==> config.mk <==
export PLATFORM = sky130hd
export DESIGN_NAME = bake_controller
export DESIGN_NICKNAME = d
export VERILOG_FILES = /design/src/rtl/oven_pkg.sv /design/src/rtl/bake_controller_bin_to_bcd10.sv /design/src/rtl/bake_controller.sv
export SDC_FILE = /design/constraint.sdc
export NUM_CORES = 1
export LEC_CHECK = 0
export CAP_MARGIN = 20
export CORE_ASPECT_RATIO = 1.75
export CORE_UTILIZATION = 30
export DETAILED_ROUTE_END_ITERATION = 8
export PLACE_DENSITY = 0.49
export RECOVER_POWER = 25
export SYNTH_ARGS = -nofsm -noshare
export SYNTH_HDL_FRONTEND = slang
export SYNTH_SLANG_ARGS = --single-unit
==> constraint.sdc <==
create_clock -name clk -period 8.4 [get_ports clk]
set_clock_uncertainty 0.05 [all_clocks]
set_input_delay 2.1 -clock clk [delete_from_list [all_inputs] [get_ports clk]]
set_output_delay 2.1 -clock clk [all_outputs]
set_load 0.01 [all_outputs]
==> src/rtl/oven_pkg.sv <==
// ----------------------------------------------------------------------------
// oven_pkg
// Shared types and helpers for the oven datapath blocks.
//   ovenState_t : controller state, 2-bit encoding (0 IDLE .. 3 DONE); this is
//                 the value presented on the controller's `state` port.
//   bcdDigit_t  : one packed BCD digit.
//   BCD_BLANK   : digit code the seven-segment path renders as a blank.
//   constToBcd  : elaboration-time integer -> 4-digit BCD (constants only).
// ----------------------------------------------------------------------------
package oven_pkg;

   typedef enum logic [1:0] {
      IDLE    = 2'd0,
      PREHEAT = 2'd1,
      BAKE    = 2'd2,
      DONE    = 2'd3
   } ovenState_t;

   typedef logic [3:0] bcdDigit_t;

   localparam bcdDigit_t BCD_BLANK = 4'd11;

   // Used for reset constants only; the runtime path uses bin_to_bcd10.
   function automatic logic [15:0] constToBcd(input int value);
      return {4'((value / 1000) % 10), 4'((value / 100) % 10),
              4'((value / 10) % 10),   4'(value % 10)};
   endfunction

endpackage

==> src/rtl/bake_controller_bin_to_bcd10.sv <==
// ----------------------------------------------------------------------------
// bin_to_bcd10
// Combinational 10-bit binary to 4-digit BCD converter (shift-add-3).
// The caller registers the result.
//   bin : input  [9:0]  binary value, 0..1023
//   bcd : output [15:0] thousands, hundreds, tens, units digits
// ----------------------------------------------------------------------------
module bin_to_bcd10
   import oven_pkg::*;
(
   input  logic [9:0]  bin,
   output logic [15:0] bcd
);

   logic [25:0] shiftReg;
   bcdDigit_t   digit;

   // Double-dabble: before every shift, any digit >= 5 gets +3 so the
   // shift carries correctly into the next decimal place.
   always_comb begin
      shiftReg = {16'd0, bin};
      digit    = 4'd0;
      for (int i = 0; i < 10; i++) begin
         for (int d = 0; d < 4; d++) begin
            digit = shiftReg[10 + 4*d +: 4];
            if (digit >= 4'd5) begin
               shiftReg[10 + 4*d +: 4] = digit + 4'd3;
            end else begin
               shiftReg[10 + 4*d +: 4] = digit;
            end
         end
         shiftReg = {shiftReg[24:0], 1'b0};
      end
      bcd = shiftReg[25:10];
   end

endmodule

==> src/rtl/bake_controller.sv <==
// ----------------------------------------------------------------------------
// bake_controller
// Downstream stage of the oven top-level FSM: models preheat, runs the MM:SS
// cook countdown, drives the ready LED and reports temperature / remaining
// time as BCD for the seven-segment path. A 1 Hz tick is derived from clk.
//
// Ports:
//   clk         in   system clock
//   rst         in   synchronous active-high reset
//   start       in   begin a bake (honoured only in IDLE)
//   abort       in   return to IDLE, clear the time counter (wins over start)
//   target_temp in   [9:0]  target in binary deg F, clamped on latch
//   cook_time   in   [15:0] BCD M1 M0 S1 S0, normalised on latch
//   temp_bcd    out  [15:0] current temperature, BCD (one cycle behind)
//   time_bcd    out  [15:0] remaining time, BCD MM:SS
//   state       out  [1:0]  0 IDLE, 1 PREHEAT, 2 BAKE, 3 DONE
//   heating     out  high in PREHEAT and BAKE
//   ready_led   out  high in BAKE
//   done        out  high in DONE
//
// Build option: BAKE_COOLDOWN_EN -- when defined the oven cools by COOL_STEP
// per tick in IDLE/DONE down to AMBIENT; otherwise the temperature snaps to
// AMBIENT on the edge entering IDLE or DONE.
// ----------------------------------------------------------------------------
module bake_controller
   import oven_pkg::*;
#(
   parameter int CLK_HZ    = 50_000_000,
   parameter int AMBIENT   = 70,
   parameter int MAX_TEMP  = 550,
   parameter int HEAT_STEP = 25,
   parameter int COOL_STEP = 10
)(
   input  logic        clk,
   input  logic        rst,
   input  logic        start,
   input  logic        abort,
   input  logic [9:0]  target_temp,
   input  logic [15:0] cook_time,
   output logic [15:0] temp_bcd,
   output logic [15:0] time_bcd,
   output logic [1:0]  state,
   output logic        heating,
   output logic        ready_led,
   output logic        done
);

   localparam int             PW         = (CLK_HZ > 1) ? $clog2(CLK_HZ) : 1;
   localparam logic [PW-1:0]  PRESC_LAST = PW'(CLK_HZ - 1);
   localparam logic [9:0]     AMB_T      = 10'(AMBIENT);
   localparam logic [9:0]     MAX_T      = 10'(MAX_TEMP);
   localparam logic [10:0]    HEAT_T     = 11'(HEAT_STEP);
   localparam logic [10:0]    COOL_T     = 11'(COOL_STEP);
   localparam logic [15:0]    AMB_BCD    = constToBcd(AMBIENT);

`ifdef BAKE_COOLDOWN_EN
   localparam bit COOL_EN = 1'b1;
`else
   localparam bit COOL_EN = 1'b0;
`endif

   ovenState_t    stateR, nextState;
   logic [PW-1:0] presc;
   logic          tick;
   logic [9:0]    curTemp, nextTemp;
   logic [9:0]    targetR, nextTarget;
   logic [15:0]   timeCnt, nextTime;
   logic [15:0]   tempBcdComb;

   function automatic logic [9:0] clampTarget(input logic [9:0] t);
      if (t < AMB_T) begin
         return AMB_T;
      end else if (t > MAX_T) begin
         return MAX_T;
      end else begin
         return t;
      end
   endfunction

   // Seconds tens above 5 means the seconds field is not a valid MM:SS value;
   // it is pulled to the largest legal seconds value, 59.
   function automatic logic [15:0] normTime(input logic [15:0] t);
      bcdDigit_t m1, m0, s1, s0;
      m1 = (t[15:12] > 4'd9) ? 4'd9 : t[15:12];
      m0 = (t[11:8]  > 4'd9) ? 4'd9 : t[11:8];
      if (t[7:4] > 4'd5) begin
         s1 = 4'd5;
         s0 = 4'd9;
      end else begin
         s1 = t[7:4];
         s0 = (t[3:0] > 4'd9) ? 4'd9 : t[3:0];
      end
      return {m1, m0, s1, s0};
   endfunction

   // One-second BCD MM:SS decrement; SS 00 wraps to 59 and borrows a minute.
   function automatic logic [15:0] bcdDec(input logic [15:0] t);
      bcdDigit_t m1, m0, s1, s0;
      {m1, m0, s1, s0} = t;
      if (s0 != 4'd0) begin
         s0 = s0 - 4'd1;
      end else begin
         s0 = 4'd9;
         if (s1 != 4'd0) begin
            s1 = s1 - 4'd1;
         end else begin
            s1 = 4'd5;
            if (m0 != 4'd0) begin
               m0 = m0 - 4'd1;
            end else begin
               m0 = 4'd9;
               m1 = m1 - 4'd1;
            end
         end
      end
      return {m1, m0, s1, s0};
   endfunction

   function automatic logic [9:0] heatStep(input logic [9:0] cur, input logic [9:0] tgt);
      logic [10:0] sum;
      sum = {1'b0, cur} + HEAT_T;
      if (sum >= {1'b0, tgt}) begin
         return tgt;
      end else begin
         return sum[9:0];
      end
   endfunction

   function automatic logic [9:0] coolStep(input logic [9:0] cur);
      if ({1'b0, cur} >= ({1'b0, AMB_T} + COOL_T)) begin
         return cur - COOL_T[9:0];
      end else begin
         return AMB_T;
      end
   endfunction

   assign tick     = (presc == PRESC_LAST);
   assign state    = stateR;
   assign time_bcd = timeCnt;

   bin_to_bcd10 uTempBcd (
      .bin (curTemp),
      .bcd (tempBcdComb)
   );

   // Free-running 1 Hz prescaler; a bake start does not re-phase it.
   always_ff @(posedge clk) begin
      if (rst) begin
         presc <= {PW{1'b0}};
      end else if (tick) begin
         presc <= {PW{1'b0}};
      end else begin
         presc <= presc + PW'(1);
      end
   end

   // Next-state and next-datapath decode.
   always_comb begin
      nextState  = stateR;
      nextTemp   = curTemp;
      nextTime   = timeCnt;
      nextTarget = targetR;
      case (stateR)
         IDLE: begin
            if (abort) begin
               nextState = IDLE;
            end else if (start && (cook_time != 16'h0000)) begin
               nextState  = PREHEAT;
               nextTarget = clampTarget(target_temp);
               nextTime   = normTime(cook_time);
            end else begin
               nextState = IDLE;
            end
         end
         PREHEAT: begin
            if (tick && !abort) begin
               nextTemp = heatStep(curTemp, targetR);
            end else begin
               nextTemp = curTemp;
            end
            // Compared against the registered temperature every cycle, so a
            // target already reached costs exactly one PREHEAT cycle.
            if (abort) begin
               nextState = IDLE;
            end else if (curTemp >= targetR) begin
               nextState = BAKE;
            end else begin
               nextState = PREHEAT;
            end
         end
         BAKE: begin
            nextTemp = targetR;
            if (abort) begin
               nextState = IDLE;
            end else if (tick) begin
               nextTime  = bcdDec(timeCnt);
               nextState = (nextTime == 16'h0000) ? DONE : BAKE;
            end else if (timeCnt == 16'h0000) begin
               nextState = DONE;
            end else begin
               nextState = BAKE;
            end
         end
         DONE: begin
            if (abort) begin
               nextState = IDLE;
            end else begin
               nextState = DONE;
            end
         end
         default: begin
            nextState = IDLE;
         end
      endcase

      nextTime = abort ? 16'h0000 : nextTime;

      if (COOL_EN) begin
         if (tick && ((stateR == IDLE) || (stateR == DONE))) begin
            nextTemp = coolStep(curTemp);
         end else begin
            nextTemp = nextTemp;
         end
      end else begin
         if ((nextState == IDLE) || (nextState == DONE)) begin
            nextTemp = AMB_T;
         end else begin
            nextTemp = nextTemp;
         end
      end
   end

   // State and datapath registers.
   always_ff @(posedge clk) begin
      if (rst) begin
         stateR  <= IDLE;
         curTemp <= AMB_T;
         targetR <= AMB_T;
         timeCnt <= 16'h0000;
      end else begin
         stateR  <= nextState;
         curTemp <= nextTemp;
         targetR <= nextTarget;
         timeCnt <= nextTime;
      end
   end

   // Registered status outputs (decoded from the next state so they change on
   // the same edge as `state`) and the registered temperature conversion.
   always_ff @(posedge clk) begin
      if (rst) begin
         temp_bcd  <= AMB_BCD;
         heating   <= 1'b0;
         ready_led <= 1'b0;
         done      <= 1'b0;
      end else begin
         temp_bcd  <= tempBcdComb;
         heating   <= (nextState == PREHEAT) || (nextState == BAKE);
         ready_led <= (nextState == BAKE);
         done      <= (nextState == DONE);
      end
   end

endmodule

## Word-level counts from Yosys, hierarchy flattened

Index checks and enable logic that the tools add are counted.

- Output and inout port bits: 37
- Logic and storage cells: 189
- Input port bits: 30
- Register bits: 83

- $add $sub $neg: 36
- Mux-type cells: 74
- Bitwise operators: 1
- Equal/unequal tests: 10
- Reductions and logical operators: 21
- Order comparisons: 38

Operator list:

| operator | count |
|---|---|
| $mux W4 | 48 |
| $ge A4 B3 Y1 const B | 26 |
| $add A4 B2 Y4 const B | 21 |
| $mux W10 | 4 |
| $logic_not A16 Y1 | 2 |
| $mux W16 | 2 |
| $pmux W16 S2 | 1 |
| $add A26 B1 Y26 const B | 1 |
| $eq A26 B26 Y1 const B | 1 |
| $mux W3 | 8 |
| $pmux W10 S2 | 1 |
| $reduce_bool A16 Y1 | 1 |
| $sub A4 B1 Y4 const B | 4 |
| $add A3 B2 Y3 const B | 5 |
| $gt A4 B4 Y1 const B | 3 |
| $reduce_bool A4 Y1 | 3 |
| $add A10 B5 Y11 const B | 1 |
| $ge A11 B10 Y1 | 1 |
| $ge A10 B10 Y1 | 1 |
| $gt A10 B10 Y1 const B | 1 |
| $lt A10 B7 Y1 const B | 1 |
| $eq A2 B2 Y1 const B | 4 |
| $mux W2 | 4 |
| $pmux W2 S4 | 1 |
| other kinds (17) | 35 |

## Longest topological paths before layout

Gate-level depths: netlist of run 1.

- Word-level depth: 18
- Mapped depth: 36
- Depth with buffers taken out: 33

## Modules after synthesis

Synthesis of run 1 repeated with hierarchy kept, for this count alone.

- Cell total of the unflattened synthesis: 836
- Area, all modules: 6419.9 um^2

Modules (own cells, without submodules):

| module | times used | seq. area each (um^2) | cells each | area an instance (um^2) |
|---|---|---|---|---|
| bake_controller | 1 | 1661.6 | 547 | 4551.9 |
| bin_to_bcd10 | 1 | 0.0 | 289 | 1868.0 |

## Worst setup path before layout of run 1

OpenSTA, ideal clock, no wires.

- Path kind: reg-to-reg
- Start: register curTemp[7]
- End: register temp_bcd[5]
- Data arrival time: 6074 ps
- Setup time: 120 ps
- Slack: 2157 ps
- Buffers on the path: 4
- Stages on the path, launching flop included: 37
- Required time: 8230 ps
- Clock period less this slack: 6243 ps
- Cells stage by stage: dfxtp_1 buf_2 inv_1 ha_1 inv_1 ha_1 buf_2 a21oi_2 xnor2_1 ha_1 buf_2 nor2b_1 nor3_1 o31ai_1 nand2_1 ha_1 nand2b_1 nand4_1 nand2_1 inv_2 ha_1 inv_1 ha_1 a21o_1 xnor2_1 inv_1 ha_1 a21oi_1 o31ai_1 o31ai_2 ha_1 inv_1 o2111ai_1 buf_2 nand2_1 nor4b_1 a211o_1

- Cells in the longest elaborated chain, start to end: 14
- Elaborated cells between the ends (all ways): 36
- Classes of those cells: 12 x add/sub; 12 x order compare; 12 x mux

RTL lines:

| what | RTL line | source |
|---|---|---|
| from (decl) | bake_controller.sv:65 | `logic [9:0] curTemp, nextTemp;` |
| from (signal assigned) | bake_controller.sv:242 | `curTemp <= nextTemp;` |
| $add A4 B2 Y4 or $ge A4 B3 Y1 (tied branches) | bake_controller_bin_to_bcd10.sv:27, bake_controller_bin_to_bcd10.sv:26 |  |
| $mux W4 * | bake_controller_bin_to_bcd10.sv:26 | `if (digit >= 4'd5) begin` |
| $add A4 B2 Y4 or $ge A4 B3 Y1 (tied branches) | bake_controller_bin_to_bcd10.sv:27, bake_controller_bin_to_bcd10.sv:26 |  |
| $mux W4 | bake_controller_bin_to_bcd10.sv:26 |  |
| $add A4 B2 Y4 or $ge A4 B3 Y1 (tied branches) | bake_controller_bin_to_bcd10.sv:27, bake_controller_bin_to_bcd10.sv:26 |  |
| $mux W4 | bake_controller_bin_to_bcd10.sv:26 |  |
| $ge A4 B3 Y1 or $add A4 B2 Y4 (tied branches) | bake_controller_bin_to_bcd10.sv:26, bake_controller_bin_to_bcd10.sv:27 |  |
| $mux W4 | bake_controller_bin_to_bcd10.sv:26 |  |
| $add A4 B2 Y4 or $ge A4 B3 Y1 (tied branches) | bake_controller_bin_to_bcd10.sv:27, bake_controller_bin_to_bcd10.sv:26 |  |
| $mux W4 | bake_controller_bin_to_bcd10.sv:26 |  |
| $add A4 B2 Y4 or $ge A4 B3 Y1 (tied branches) | bake_controller_bin_to_bcd10.sv:27, bake_controller_bin_to_bcd10.sv:26 |  |
| $mux W4 | bake_controller_bin_to_bcd10.sv:26 |  |
| $add A4 B2 Y4 or $ge A4 B3 Y1 (tied branches) | bake_controller_bin_to_bcd10.sv:27, bake_controller_bin_to_bcd10.sv:26 |  |
| $mux W4 * | bake_controller_bin_to_bcd10.sv:26 |  |
| to (signal assigned) | bake_controller.sv:257 | `temp_bcd <= tempBcdComb;` |
| to (decl) | bake_controller.sv:40 | `output logic [15:0] temp_bcd,` |

Mark *: on every way between the ends. The rest lies on a longest branch, timed or not.
A chain may end at the register's enable or synchronous reset.

## Worst setup path in the final report of run 1

Same ends and word-level chain as after synthesis.

==> results of run 1 <==
[cells in the mapped netlist, drive strengths merged, types with 12 or more instances]
master	n	area share (%)
nor3	31	2.6
buf	12	1.3
xor2	18	2.6
clkbuf	30	1.9
a21oi	47	3.9
a21o	14	1.7
nand2b	14	1.4
inv	40	2.5
nand2	60	3.7
a31oi	17	1.8
nand3	41	3.5
ha	43	8.9
dfxtp	80	26
xnor2	24	3.6
nor2	89	5.5
o21ai	44	3.6
a211oi	15	2.1
[per-layer routing]
metal	vias to the layer above	part of all wire (%)	routed length, um
met5	-	0	0
met4	0	2.8	471
met3	25	2.6	441
met2	96	55	9304
met1	2734	39	6657
li1	2977	-	-
[through the flow]
| stage | util, % | instances | setup WS [ps] |
|---|---|---|---|
| floorplan | - | 795 | 2157 |
| finish | 36.51 | 1084 | 1073 |
| CTS | 36.47 | 1083 | 1074 |
| detailed placement | 34.71 | 1067 | 1091 |
| global placement | 34.67 | 1066 | 1248 |
| global route | 36.51 | 1084 | 301.0 |
[flip-flops by register name, indices dropped and copies added (netlist names)]
name / flops
temp_bcd: 13
state: 2
done: 1
curTemp: 10
presc: 26
time_bcd: 16
heating: 1
targetR: 10
ready_led: 1
[worst max-delay path by stage]
stage / end / slack, ps / depth (start not counted)
floorplan: temp_bcd[5] / 2160 / 36
global placement: temp_bcd[5] / 1250 / 33
detailed placement: temp_bcd[5] / 1090 / 33
CTS: temp_bcd[5] / 1070 / 33
global route: temp_bcd[5] / 300 / 33
finish: temp_bcd[5] / 1070 / 33
[power by group through the flow]
stage / combinational (mW) / clock, mW / sequential (mW)
floorplan: 0.0745 / 0 / 0.403
finish: 0.123 / 0.466 / 0.395
global placement: 0.125 / 0 / 0.404
detailed placement: 0.125 / 0 / 0.404
global route: 0.137 / 0.500 / 0.396
CTS: 0.125 / 0.481 / 0.395
[cell usage in the layout, fill, tap and decap left out, types with 5 or more instances in the layout]
cell type and n:
sky130_fd_sc_hd__dlygate4sd3_1 13, sky130_fd_sc_hd__nor4_1 8, sky130_fd_sc_hd__a22oi_1 8, sky130_fd_sc_hd__nand3_1 40, sky130_fd_sc_hd__xor2_1 18, sky130_fd_sc_hd__a211oi_1 14
sky130_fd_sc_hd__a21oi_1 46, sky130_fd_sc_hd__buf_4 5, sky130_fd_sc_hd__nor3_1 31, sky130_fd_sc_hd__dfxtp_1 80, sky130_fd_sc_hd__nand3b_1 5, sky130_fd_sc_hd__nor2_1 89
sky130_fd_sc_hd__a31oi_1 17, sky130_fd_sc_hd__o311ai_0 5, sky130_fd_sc_hd__inv_1 38, sky130_fd_sc_hd__xnor2_1 23, sky130_fd_sc_hd__ha_1 43, sky130_fd_sc_hd__o21a_1 9
sky130_fd_sc_hd__clkdlybuf4s50_1 50, sky130_fd_sc_hd__nand2b_1 14, sky130_fd_sc_hd__nand4_1 11, sky130_fd_sc_hd__o31ai_1 7, sky130_fd_sc_hd__o21ai_0 40, sky130_fd_sc_hd__or3_1 5
sky130_fd_sc_hd__nor2b_1 10, sky130_fd_sc_hd__mux2i_1 6, sky130_fd_sc_hd__nand2_1 60, sky130_fd_sc_hd__a21o_1 14, sky130_fd_sc_hd__o22ai_1 9, sky130_fd_sc_hd__clkbuf_16 9
sky130_fd_sc_hd__o211ai_1 5, sky130_fd_sc_hd__and3_1 11
[cell type report]
type / instances / area (um2)
clock inverters: 5 / 103.9
multi-input cells: 633 / 4118
flip-flops and latches: 80 / 1602
well taps: 245 / 306.5
clock buffers: 11 / 242.7
repair buffers: 70 / 684.4
fillers: 2105 / 12530
inverters: 40 / 150.1
[worst register-to-register path: cells and delay by family (launching register included)]
kind	cells	cell delay, ps
AOI/OAI and AO/OA	9	2100
adders and majority gates	8	2060
buffers and inverters	7	700
xor gates and xnor gates	2	480
DFF	1	600
and+or+nand+nor	7	1230
[cell families after synthesis]
family,share of synthesized area [%]
other cells,0.06198
buf+inv,5.604
flops,26.47
compound gates,24.57
xor+xnor,6.203
simple gates,26.03
mux,2.171
fa+ha+maj,8.892
==> run metrics, run 1 <==
first-pass GRT wire length=28470 um; final period demand of the worst path=7327 ps; worst-path cell with the longest stage delay=sky130_fd_sc_hd__dfxtp_1; via count of the first global-routing pass=5735; maximum number of buffers from clock root to sink=2; count of vias placed by the detailed router=5832; number of flops mapped to enable cells by yosys=0; Syn Std Cell Area=6051 um2; most instantiated flip-flop cell in the synthesis netlist=sky130_fd_sc_hd__dfxtp_1; Seq/Total Area, Yosys=26.47%; combinational fraction of design power=12.5%; crit-path leading delay family=compound AO/OA/AOI/OAI gates; postcts setup bufs=0; GR Util All Layers=17.58%; number of cells on the worst hold path=1; port buffer count=63; worst slew margin relative to its limit=7.796%; Warnings, synthesis=0; Antenna Cells=0; max-slew violation total from the final report=0; GRT overflow=0; number of detailed-routing iterations run before antenna repair=4; placeable core area=19740 um2; Gate Count Post-Synth=793; arrival time of data at the critical path endpoint=7520 ps; post-layout net count=907; run status=complete, no violations; syn avg cell area=7.630 um2; transition time of the tightest slew-check pin=1383 ps; Top Ports=67; number of antenna violations at the first check in global routing=0; violation count after the first detailed-routing iteration=239; layout cells sized above 1=5.125%; remaining design rule violation count=0; number of instances resized during post-cts repair=0; Die Width=109.4 um; worst hold path endpoint=presc[0]; total length of routed wires=16880 um; Final Power=984.2 uW; critical path data required time=8590 ps; Async S/R FF share, synth=0%; largest driver fanout on the critical path=13; clock tree root driver cell=sky130_fd_sc_hd__clkbuf_16; Site Rows=68; setup repair after global routing missed its margin=no; pin count of the biggest net entering global routing=26; launch point of the worst reg-to-reg path=curTemp[7]; number of cells on the worst reg-to-reg path=33; static leakage=2.754 nW; global routing met2 resource utilization=33.48%; insertion delay to the later sink of the worst-skew pair=360 ps; die height=189.9 um; type of the setup path with the least slack=register to register; share of power burned in the clock network=47.3%; Final Cycle Share=87.23%; initial core utilization=30.65%; Pwr per Cell Area=136.6 nW/um2; maxcap violations=0; Final Wtd Congestion=0.8220; type of the tightest min-delay check=register to register; Post-Route Hold Slack=411.1 ps; hold bufs inserted after CTS=0; launch point of the critical path=curTemp[7]; CP max stage delay=600 ps; CTS tree=built; largest vdd supply drop=78.61 uV; global routing's busiest layer=met2; Routed Antenna Nets=0; final setup violation count=0; P_int=736.6 uW; element type at the critical path end=register; FF+latch count, synth=80; NetSw=247.5 uW; number of vias per cell=5.380; Clock Sinks=80; Final Cell Area=7207 um2; synthesis-to-finish area growth=19.11%; FMAX=136.5 MHz; endpoints failing hold=0; Synth cell types=82; grt met1 use=18.56%; R2R Path End=temp_bcd[5]; post-DR wirelength/cell=15.57 um; Flop pwr share=40.2%; GRT met3 Usage=2.467%; switching power as a share of total power=25.15%; Bufs and invs on worst path=7; register-to-register path setup slack=1070 ps; clock transition at the registers of the reported paths=60 ps; half-perimeter wire length after placement=12970 um; Cell Area, Placed=6852 um2; sum of negative setup slack=0 ps; most frequent cell on the critical path=sky130_fd_sc_hd__ha_1; nature of the critical path startpoint=register; total clock buffers created by CTS=9; hold path start=presc[0]; H-Tree Level Count=3; Die Area=20760 um2
No activity file was read; power rests on OpenSTA's default activity.
==> inputs of run 2 (changes only) <==
- ABC_CLOCK_PERIOD_IN_PS: default -> 8400
- GPL_ROUTABILITY_DRIVEN: default -> 0
- SLEW_MARGIN: default -> 5
==> run metrics, run 2 (same netlist as run 1, synthesis figures left out) <==
run status=complete, no violations; total length of routed wires=17050 um (+1.0%); Bufs and invs on worst path=7 (unchanged); clock transition at the registers of the reported paths=70 ps (about the same); maximum number of buffers from clock root to sink=2 (unchanged); hold bufs inserted after CTS=0 (unchanged); sum of negative setup slack=0 ps (unchanged); GRT overflow=0 (unchanged); post-layout net count=907 (unchanged); maxcap violations=0 (unchanged); static leakage=2.702 nW (-1.9%); Antenna Cells=0 (unchanged); Site Rows=68 (unchanged); nature of the critical path startpoint=register; number of cells on the worst hold path=1 (unchanged); GR Util All Layers=17.60% (about the same); initial core utilization=30.65% (unchanged); Die Width=109.4 um (unchanged); layout cells sized above 1=5.006% (-0.12 points); type of the setup path with the least slack=register to register; register with the most flip-flops=presc; launch point of the worst reg-to-reg path=curTemp[7]; number of detailed-routing iterations run before antenna repair=5 (+1); register-to-register path setup slack=1060 ps (about the same); transition time of the tightest slew-check pin=1418 ps (+35.06 ps); final setup violation count=0 (unchanged); Die Area=20760 um2 (unchanged); FF+latch area=1602 um2 (unchanged); pin count of the biggest net entering global routing=26 (unchanged); worst-path cell with the longest stage delay=sky130_fd_sc_hd__dfxtp_1; Clock Sinks=80 (unchanged); switching power as a share of total power=28.01% (+2.9 points); H-Tree Level Count=3 (unchanged); number of vias per cell=5.422 (+0.77%); clock tree root driver cell=sky130_fd_sc_hd__clkbuf_16; Largest register FFs=26 (unchanged); port buffer count=63 (unchanged); Final Cycle Share=87.34% (+0.12 points); R2R Path End=temp_bcd[5]; number of fill cells=2109 (+0.19%); remaining design rule violation count=0 (unchanged); violation count after the first detailed-routing iteration=285 (+19%); Top Ports=67 (unchanged); Post-Route Hold Slack=414.6 ps (+3.446 ps); most common cell after layout, fill and taps aside=sky130_fd_sc_hd__nor2_1; critical path data required time=8590 ps (about the same); largest vdd supply drop=76.79 uV (-2.3%); synthesis-to-finish area growth=17.78%; total clock buffers created by CTS=9 (unchanged); Flop pwr share=44.6% (+4.4 points); placeable core area=19740 um2 (unchanged); FMAX=136.3 MHz (-0.13%); arrival time of data at the critical path endpoint=7530 ps (about the same); Routed Antenna Nets=0 (unchanged); largest driver fanout on the critical path=13 (unchanged); type of the tightest min-delay check=register to register; final period demand of the worst path=7337 ps (+9.840 ps); number of cells on the critical path=33 (unchanged); CTS tree=built; element type at the critical path end=register; share of power burned in the clock network=41.4% (-5.9 points); Pwr per Cell Area=124.3 nW/um2 (-9.0%); die height=189.9 um (unchanged); number of instances resized during post-cts repair=0 (unchanged); insertion delay to the later sink of the worst-skew pair=360 ps (about the same); count of vias placed by the detailed router=5877 (+0.77%); Multi-input gate area=4118 um2 (unchanged); first-pass GRT wire length=28500 um (about the same); combinational fraction of design power=14.0% (+1.5 points); most frequent cell on the critical path=sky130_fd_sc_hd__ha_1; post-DR wirelength/cell=15.73 um (+1.0%); P_int=637.9 uW (-13%); max-slew violation total from the final report=0 (unchanged); postcts setup bufs=0 (unchanged); number of antenna violations at the first check in global routing=0 (unchanged); CP endpoint=temp_bcd[5]; CP max stage delay=600 ps (about the same); number of cells on the worst reg-to-reg path=33 (unchanged); NetSw=248.2 uW (+0.28%); crit-path leading delay family=compound AO/OA/AOI/OAI gates; worst slew margin relative to its limit=5.459% (-2.3 points); leading cell types in the layout, fill and taps excluded=sky130_fd_sc_hd__nor2_1 (89), sky130_fd_sc_hd__dfxtp_1 (80), sky130_fd_sc_hd__nand2_1 (60), sky130_fd_sc_hd__clkdlybuf4s50_1 (54), sky130_fd_sc_hd__a21oi_1 (46); endpoints failing hold=0 (unchanged); launch point of the critical path=curTemp[7]; half-perimeter wire length after placement=13060 um (+0.67%); via count of the first global-routing pass=5720 (-0.26%); setup repair after global routing missed its margin=no
run 2: changes by cell type in the layout (fill, tap and decap cells not counted):
cell / change
sky130_fd_sc_hd__clkdlybuf4s50_1: +4
sky130_fd_sc_hd__dlygate4sd3_1: -4
sky130_fd_sc_hd__bufinv_16: -3
sky130_fd_sc_hd__clkinvlp_4: +2
sky130_fd_sc_hd__clkbuf_1: +1
sky130_fd_sc_hd__clkbuf_8: -1
sky130_fd_sc_hd__clkinv_2: +1
run 2: worst min path at each step:
stage | startpoint | endpoint | slack (ps)
finish | presc[0] | presc[0] | 410
global route | presc[0] | presc[0] | 460
floorplan | presc[0] | presc[0] | 380
global placement | presc[0] | presc[0] | 400
detailed placement | presc[0] | presc[0] | 410
CTS | targetR[9] | targetR[9] | 420
run 2: power by group through the flow:
stage	clock [mW]	sequential [mW]	combinational (mW)
finish	0.367	0.395	0.124
global route	0.401	0.396	0.137
CTS	0.382	0.395	0.125
global placement	0	0.404	0.125
detailed placement	0	0.404	0.124
floorplan	0	0.403	0.0745
run 2: through the flow:
step                      util (%)  area (um2)  setup slack (ps)  total power, mW  instances
after global placement       34.67        6844              1248           0.5285       1066
after CTS                    36.06        7118              1067           0.9026       1083
after detailed placement     34.71        6852              1102           0.5283       1067
after global routing         36.11        7127             217.0           0.9342       1084
after floorplan                  -        6058              2157           0.4773        795
final                        36.11        7127              1063           0.8861       1084
run 2: routing by layer:
| layer | share of wire (%) | vias to the layer above | routed length (um) | global-route usage, % |
|---|---|---|---|---|
| met5 | 0 | - | 0 | 0 |
| met4 | 2.3 | 0 | 384 | 7.026 |
| met3 | 2.2 | 18 | 368 | 2.569 |
| met2 | 56 | 87 | 9485 | 33.87 |
| met1 | 40 | 2800 | 6813 | 18.46 |
| li1 | - | 2972 | - | - |
run 2: final cells by class:
type,count,area share [%]
Multi-Input combinational cell,633,57.78
Sequential cell,80,22.47
Timing Repair Buffer,70,9.603
Tap cell,245,4.301
Clock buffer,11,3.265
Inverter,40,2.107
Clock inverter,5,0.4740
